--- src/rtl/digiclock_ctrl.sv ---
// rtl/digiclock_ctrl.sv - digital clock time-keeping controller
// 1 s clock-enable prescaler, hh:mm:ss BCD counters and RUN/SET_HOUR/SET_MIN mode FSM.
module digiclock_ctrl #(
    parameter int TICK_DIV  = 100_000_000,
    parameter int BLINK_DIV = 25_000_000
) (
    input  logic       clk_100M,
    input  logic       sys_rst_n,
    input  logic       btn_mode,
    input  logic       btn_inc,
    output logic [7:0] hour_bcd,
    output logic [7:0] min_bcd,
    output logic [7:0] sec_bcd,
    output logic [1:0] mode,
    output logic       blink,
    output logic       sec_tick
);

    localparam int TW = $clog2(TICK_DIV);
    localparam int BW = $clog2(BLINK_DIV);
    localparam logic [TW-1:0] TICK_LAST  = TW'(TICK_DIV - 1);
    localparam logic [BW-1:0] BLINK_LAST = BW'(BLINK_DIV - 1);

    typedef enum logic [1:0] {
        RUN      = 2'd0,
        SET_HOUR = 2'd1,
        SET_MIN  = 2'd2
    } state_t;

    state_t          state;
    state_t          state_nxt;
    logic [TW-1:0]   presc_cnt;
    logic [BW-1:0]   blink_cnt;
    logic            tick;
    logic            inc_ok;
    logic            enter_run;
    logic            sec_wrap;
    logic            min_wrap;

    // Wraps at last, otherwise BCD increment with decimal carry between digits.
    function automatic logic [7:0] bcd_inc(input logic [7:0] v, input logic [7:0] last);
        if (v == last)
            return 8'h00;
        else if (v[3:0] == 4'd9)
            return {v[7:4] + 4'd1, 4'd0};
        else
            return {v[7:4], v[3:0] + 4'd1};
    endfunction

    always_ff @(posedge clk_100M or negedge sys_rst_n) begin
        if (!sys_rst_n)
            state <= RUN;
        else
            state <= state_nxt;
    end

    always_comb begin
        state_nxt = state;
        if (btn_mode) begin
            case (state)
                RUN:      state_nxt = SET_HOUR;
                SET_HOUR: state_nxt = SET_MIN;
                default:  state_nxt = RUN;
            endcase
        end
    end

    // A mode press always wins over both the timebase and an increment.
    assign tick      = (state == RUN) && !btn_mode && (presc_cnt == TICK_LAST);
    assign inc_ok    = btn_inc && !btn_mode && (state != RUN);
    assign enter_run = btn_mode && (state == SET_MIN);
    assign sec_wrap  = (sec_bcd == 8'h59);
    assign min_wrap  = (min_bcd == 8'h59);

    always_ff @(posedge clk_100M or negedge sys_rst_n) begin
        if (!sys_rst_n)
            presc_cnt <= '0;
        else if (state != RUN || btn_mode || tick)
            presc_cnt <= '0;
        else
            presc_cnt <= presc_cnt + 1'b1;
    end

    always_ff @(posedge clk_100M or negedge sys_rst_n) begin
        if (!sys_rst_n) begin
            sec_bcd  <= 8'h00;
            min_bcd  <= 8'h00;
            hour_bcd <= 8'h00;
            sec_tick <= 1'b0;
        end else begin
            sec_tick <= tick;
            if (enter_run)
                sec_bcd <= 8'h00;
            else if (tick)
                sec_bcd <= bcd_inc(sec_bcd, 8'h59);

            if (tick && sec_wrap)
                min_bcd <= bcd_inc(min_bcd, 8'h59);
            else if (inc_ok && state == SET_MIN)
                min_bcd <= bcd_inc(min_bcd, 8'h59);

            if (tick && sec_wrap && min_wrap)
                hour_bcd <= bcd_inc(hour_bcd, 8'h23);
            else if (inc_ok && state == SET_HOUR)
                hour_bcd <= bcd_inc(hour_bcd, 8'h23);
        end
    end

    // Mode entry and accepted increments restart the blink phase in the visible half.
    always_ff @(posedge clk_100M or negedge sys_rst_n) begin
        if (!sys_rst_n) begin
            blink_cnt <= '0;
            blink     <= 1'b1;
        end else if (state_nxt == RUN || btn_mode || inc_ok) begin
            blink_cnt <= '0;
            blink     <= 1'b1;
        end else if (blink_cnt == BLINK_LAST) begin
            blink_cnt <= '0;
            blink     <= ~blink;
        end else begin
            blink_cnt <= blink_cnt + 1'b1;
        end
    end

    assign mode = state;

endmodule

--- config.mk ---
export PLATFORM = sky130hd
export DESIGN_NAME = digiclock_ctrl
export DESIGN_NICKNAME = d
export VERILOG_FILES = /design/src/rtl/digiclock_ctrl.sv
export SDC_FILE = /design/constraint.sdc
export NUM_CORES = 1
export LEC_CHECK = 0
export CORE_ASPECT_RATIO = 0.5
export CORE_MARGIN = 5
export CORE_UTILIZATION = 59
export DETAILED_ROUTE_END_ITERATION = 10
export GPL_TIMING_DRIVEN = 0
export PLACE_DENSITY_LB_ADDON = 0.08
export RECOVER_POWER = 50
export SKIP_LAST_GASP = 1
export SLEW_MARGIN = 20
export SYNTH_ARGS = -nofsm -noshare
export SYNTH_HDL_FRONTEND = slang
export SYNTH_SLANG_ARGS = --single-unit
--- constraint.sdc ---
create_clock -name clk_100M -period 5.45 [get_ports clk_100M]
set_input_delay 0.8175 -clock clk_100M [delete_from_list [all_inputs] [get_ports clk_100M]]
set_output_delay 0.8175 -clock clk_100M [all_outputs]
set_load 0.02 [all_outputs]
# Word-level counts from Yosys, hierarchy flattened
# Index checks and enable logic that the tools add are counted.
# op_classes
addsub	8
eq_ne	10
muxes	19
bitwise	1
reduce_logical	23
# op_table
op	count
two-way mux 8 bit	12
two-way mux 25 bit	2
adder 27 x 1 -> 27 bit, second input constant	1
== test 27 bit, second input constant	1
two-way mux 27 bit	1
adder 25 x 1 -> 25 bit, second input constant	1
== test 25 bit, second input constant	1
adder 4 x 1 -> 4 bit, second input constant	6
== test 8 x 7 -> 1 bit, second input constant	2
== test 4 bit, second input constant	3
nonzero test 2 bit	5
logical AND 1 bit	9
== test 8 x 6 -> 1 bit, second input constant	1
zero test 2 bit	2
logical OR 1 bit	4
case mux 2 bit (2 select lines)	1
nonzero test 3 bit	1
== test 2 x 1 -> 1 bit, second input constant	1
== test 2 bit, second input constant	1
two-way mux 1 bit	2
two-way mux 2 bit	1
AND reduction 2 bit	1
zero test 1 bit	1
NOT 1 bit	1
# word_totals
register_bits	80
out_inout_bits	28

# Logic depth before layout (Yosys ltp)
# logic_depth
word_depth	7
ltp_mapped	8

# Worst setup path after synthesis
# Ideal clock, no wire load.
# synth_timing
kind	input port to flip-flop
from	input btn_mode
to	register sec_bcd[1]
setup_time_ns	0.078
t_arrival_ns	2.451
setup_slack_ns	2.922
cell_stages	6
n_path_buf	2
path_cell_list	clkbuf_1 -> or3_1 -> or4_1 -> clkbuf_2 -> or3_1 -> a21oi_1
# synth_via
elab_chain_cells	4
elab_cells_between_ends	6
classes_between	1 x mux; 5 x reduce/logical
# synth_rtl
element	line	text
from (decl)	9	input logic btn_mode,
zero test 1 bit	69	assign tick = (state == RUN) && !btn_mode && (presc_cnt == TICK_LAST);
logical AND 1 bit (2 in series)	69	
nonzero test 2 bit (no source line)	--	
to (signal assigned)	95	sec_bcd <= bcd_inc(sec_bcd, 8'h59);
to (decl)	13	output logic [7:0] sec_bcd,
# Several ways; a longest one is shown, not always the timed one.
# A chain may end at the register's enable or synchronous reset.

# Final worst setup path
# layout_timing
from	register presc_cnt[17]
to	register presc_cnt[15]
# layout_via
elab_chain_cells	4
# layout_rtl
element	line	text
from (decl)	32	logic [TW-1:0] presc_cnt;
from (signal assigned)	81	presc_cnt <= presc_cnt + 1'b1;
== test 27 bit	69	
logical AND 1 bit	69	
logical OR 1 bit	78	else if (state != RUN || btn_mode || tick)
two-way mux 27 bit	78	
# No other way between the ends.

==> summary.md <==
| Metric | Value |
|---|---|
| Post-synth top flop | `dfrtp_1` |
| RSZ-0062 raised after global routing | `false` |
| Simple-gate share of the synthesized area | `28.2%` |
| Initial antenna violation count | `0` |
| Global Route Usage Sum | `21.3%` |
| Placed cells | `570` |
| Worst hold path depth | `1` |
| # nets final | `503` |
| Core Rows | `22` |
| Final min period | `3.15 ns` |
| NetSw | `554 uW` |
| Hold Violations, Final | `0` |
| Worst r2r dst | `presc_cnt[15]` |
| Hold Buf Count CTS | `0` |
| Die area | `9190 um2` |
| Drt via density | `5.70` |
| Flop pwr share | `42.8%` |
| Cell Area, Synth | `4300 um2` |
| Compound-Gate Fraction of Synth Area | `5.07%` |
| Comb power frac | `25.0%` |
| # diodes | `0` |
| Post-DRT Antenna Nets | `0` |
| Synth cell types | `42` |
| Share of layout cells above drive strength 1 | `6.73%` |
| Drt total wl | `9020 um` |
| DR DRC count | `0` |
| Clock Power Share | `32.2%` |
| Hold WC Path Type | `reg -> reg` |
| Vias in the first global route | `3280` |
| Synth Area in XOR/XNOR | `10.2%` |
| Vias | `3340` |
| Initial drt markers | `247` |
| Worst Setup SP | `presc_cnt[17]` |
| Finish-stage setup viols | `0` |
| Warnings, synthesis | `0` |
| Slew @ Worst Pin | `1.24 ns` |
| Worst-skew pair later-pin latency | `0.34 ns` |
| Post-synth EDFFs | `0` |
| Synth async-reset ratio | `100%` |
| Fin util | `69.2%` |
| Routed length per placed instance | `15.4 um` |
| Area Overhead vs Synth | `16.0%` |
| Post-Synth Adder-Cell Area | `4.08%` |
| Worst reg2reg path depth | `6` |
| Pwr/cell area | `342 nW/um2` |
| CP max FO | `10` |
| Grt ovf | `0` |
| Sw frac | `32.5%` |
| Largest net degree at the start of global routing | `61` |
| R2r startpoint | `presc_cnt[17]` |
| Fillcell total | `567` |
| DR pass1 iterations | `4` |
| Peak Freq | `317 MHz` |
| Critical Path Sink Type | `flip-flop` |
| Largest family of logic cells by synthesized area | `simple AND/OR/NAND/NOR gates` |
| Post-synthesis mux area share | `3.09%` |
| Ports | `32` |
| Top cell type's share of synthesized area | `46.0%` |
| Setup bufs post-CTS | `0` |
| Syn_nets | `461` |
| Max Cap Viol | `0` |
| Final HPWL DP | `6330 um` |
| Avg Inst Size Synth | `9.70 um2` |
| Syn Inst Count | `443` |
| Root Buffer Master | `clkbuf_16` |
| Clk slew on worst S/H paths | `0.06 ns` |
| Gpl congestion | `0.883` |
| Inserted Clock Buffers | `9` |
| Post-CTS Resized | `0` |
| Max clock buf depth | `2` |
| Int Power | `1150 uW` |
| Die Y | `70.4 um` |
| Required @ worst endpoint | `5.65 ns` |
| Flops & latches, synth | `80` |
| Clock Skews | `0.00742 ns` |
| Ranking of synthesized cells by area | `dfrtp_1, nor2_1, xor2_1, xnor2_1, ha_1` |
| Outcome | `finished clean` |
| Crit path DAT | `3.35 ns` |
| Leak | `0.00208 uW` |
| Final Instance Area | `4990 um2` |
| Core area | `7210 um2` |
| Hold Crit Start | `presc_cnt[0]` |
| Initial Util | `59.6%` |
| Critical path type | `reg -> reg` |
| Worst VDD drop | `0.295 mV` |
| Fin crit share | `57.8%` |
| Seq/Total Area, Yosys | `46.6%` |
| TritonCTS clock tree | `done` |
| DIE WIDTH | `131 um` |
| Htree depth | `3` |
| Hold-critical path endpoint | `presc_cnt[0]` |
| IO Port Bufs | `30` |
| Post-DP Area | `4740 um2` |
| R2R setup slack | `2.30 ns` |
| Relative slew slack | `17.6%` |
| Post-synth top area cell | `dfrtp_1` |
| Clk sinks | `80` |
| Slew Limit Fails | `0` |
| Final setup TNS | `0 ns` |
| Global-route wire length before repair | `15700 um` |
| Final non-filler cell total | `586` |
| Crit start category | `flip-flop` |
-- stage by stage --
step | worst slack (ns) | hold WS (ns) | total power, uW
after floorplan | 2.92 | 0.455 | 977
after global placement | 0.867 | 0.471 | 1140
after detailed placement | 2.48 | 0.482 | 1170
after CTS | 2.82 | 0.369 | 1720
after global routing | 2.07 | 0.505 | 1800
final | 2.30 | 0.489 | 1700
-- flip-flops by register name, summed over array words and instances (netlist names) --
name       cells
blink_cnt     25
hour_bcd       8
mode           2
blink          1
presc_cnt     27
sec_bcd        8
sec_tick       1
min_bcd        8
-- worst max path at each step --
stage                          to  slack [ns]  depth (start not counted)
floorplan              sec_bcd[1]        2.92                          6
global placement      hour_bcd[0]        0.87                          1
detailed placement     min_bcd[1]        2.48                          6
CTS                    min_bcd[1]        2.82                          6
global route        presc_cnt[15]        2.07                          6
finish              presc_cnt[15]        2.30                          6
-- area by class of cell --
class,count,area [um2],share of cell area [%]
clock buffer,12,246,4.94
timing repair buffer,31,322,6.45
buffer,12,45.0,0.903
multi-input combinational,332,2160,43.3
sequential,80,2000,40.2
tap,96,120,2.41
clock inverter,4,20.0,0.401
inverter,19,71.3,1.43
-- synthesized netlist by cell type, drive strengths merged, types with 4 or more instances --
master and n:
and3b 5, ha 14, inv 19, xor2 26, nor3 11, nand2 34, mux2 10, nor2b 4
nand4 17, and2 4, nand3 26, and3 12, o21ai 5, or3 12, nor4b 4, or4 4
xnor2 24, nor4 6, clkbuf 12, and4 6, a21oi 11, dfrtp 79, nor2 75
-- power by group through the flow --
stage | Combinational [uW] | Sequential [uW] | Clock [uW]
2_1_floorplan | 193 | 784 | 0
3_3_place_gp | 407 | 734 | 0
3_5_place_dp | 429 | 740 | 0
4_1_cts | 432 | 730 | 557
5_1_grt | 471 | 742 | 585
6_report | 426 | 729 | 549
-- worst max-delay path: stages (launching register included) --
cell and delay, ns:
dfrtp_1 0.43, or4_2 0.67, nor4_1 0.76, nand2_1 0.27
nand2_1 0.31, clkbuf_1 0.44, nor2_1 0.12
-- cell usage in the layout (no fill, tap or decap), drive strengths merged, types with 17 or more instances in the layout --
cell type | synthesis | layout
clkbuf | 12 | 25
clkdlybuf4s50 | 0 | 26
dfrtp | 79 | 79
inv | 19 | 19
nand2 | 34 | 34
nand3 | 26 | 26
nand4 | 17 | 17
nor2 | 75 | 75
xnor2 | 24 | 24
xor2 | 26 | 26
-- kinds of logic after synthesis --
family	count (synthesis)
AOI/OAI and AO/OA	29
muxes	12
DFF	80
adders and majority gates	14
buffers and inverters	31
xor gates and xnor gates	50
and+or+nand+nor	227
-- routing by layer --
layer | track usage (%) | share of wire (%) | up-vias | wire [um]
met5 | 0 | 0 | - | 0
met4 | 6.84 | 1.2 | 0 | 107
met3 | 5.65 | 3.8 | 12 | 346
met2 | 33.5 | 47 | 56 | 4280
met1 | 28.7 | 47 | 1647 | 4280
li1 | - | - | 1625 | -
Power figures use the tool's default switching activity.
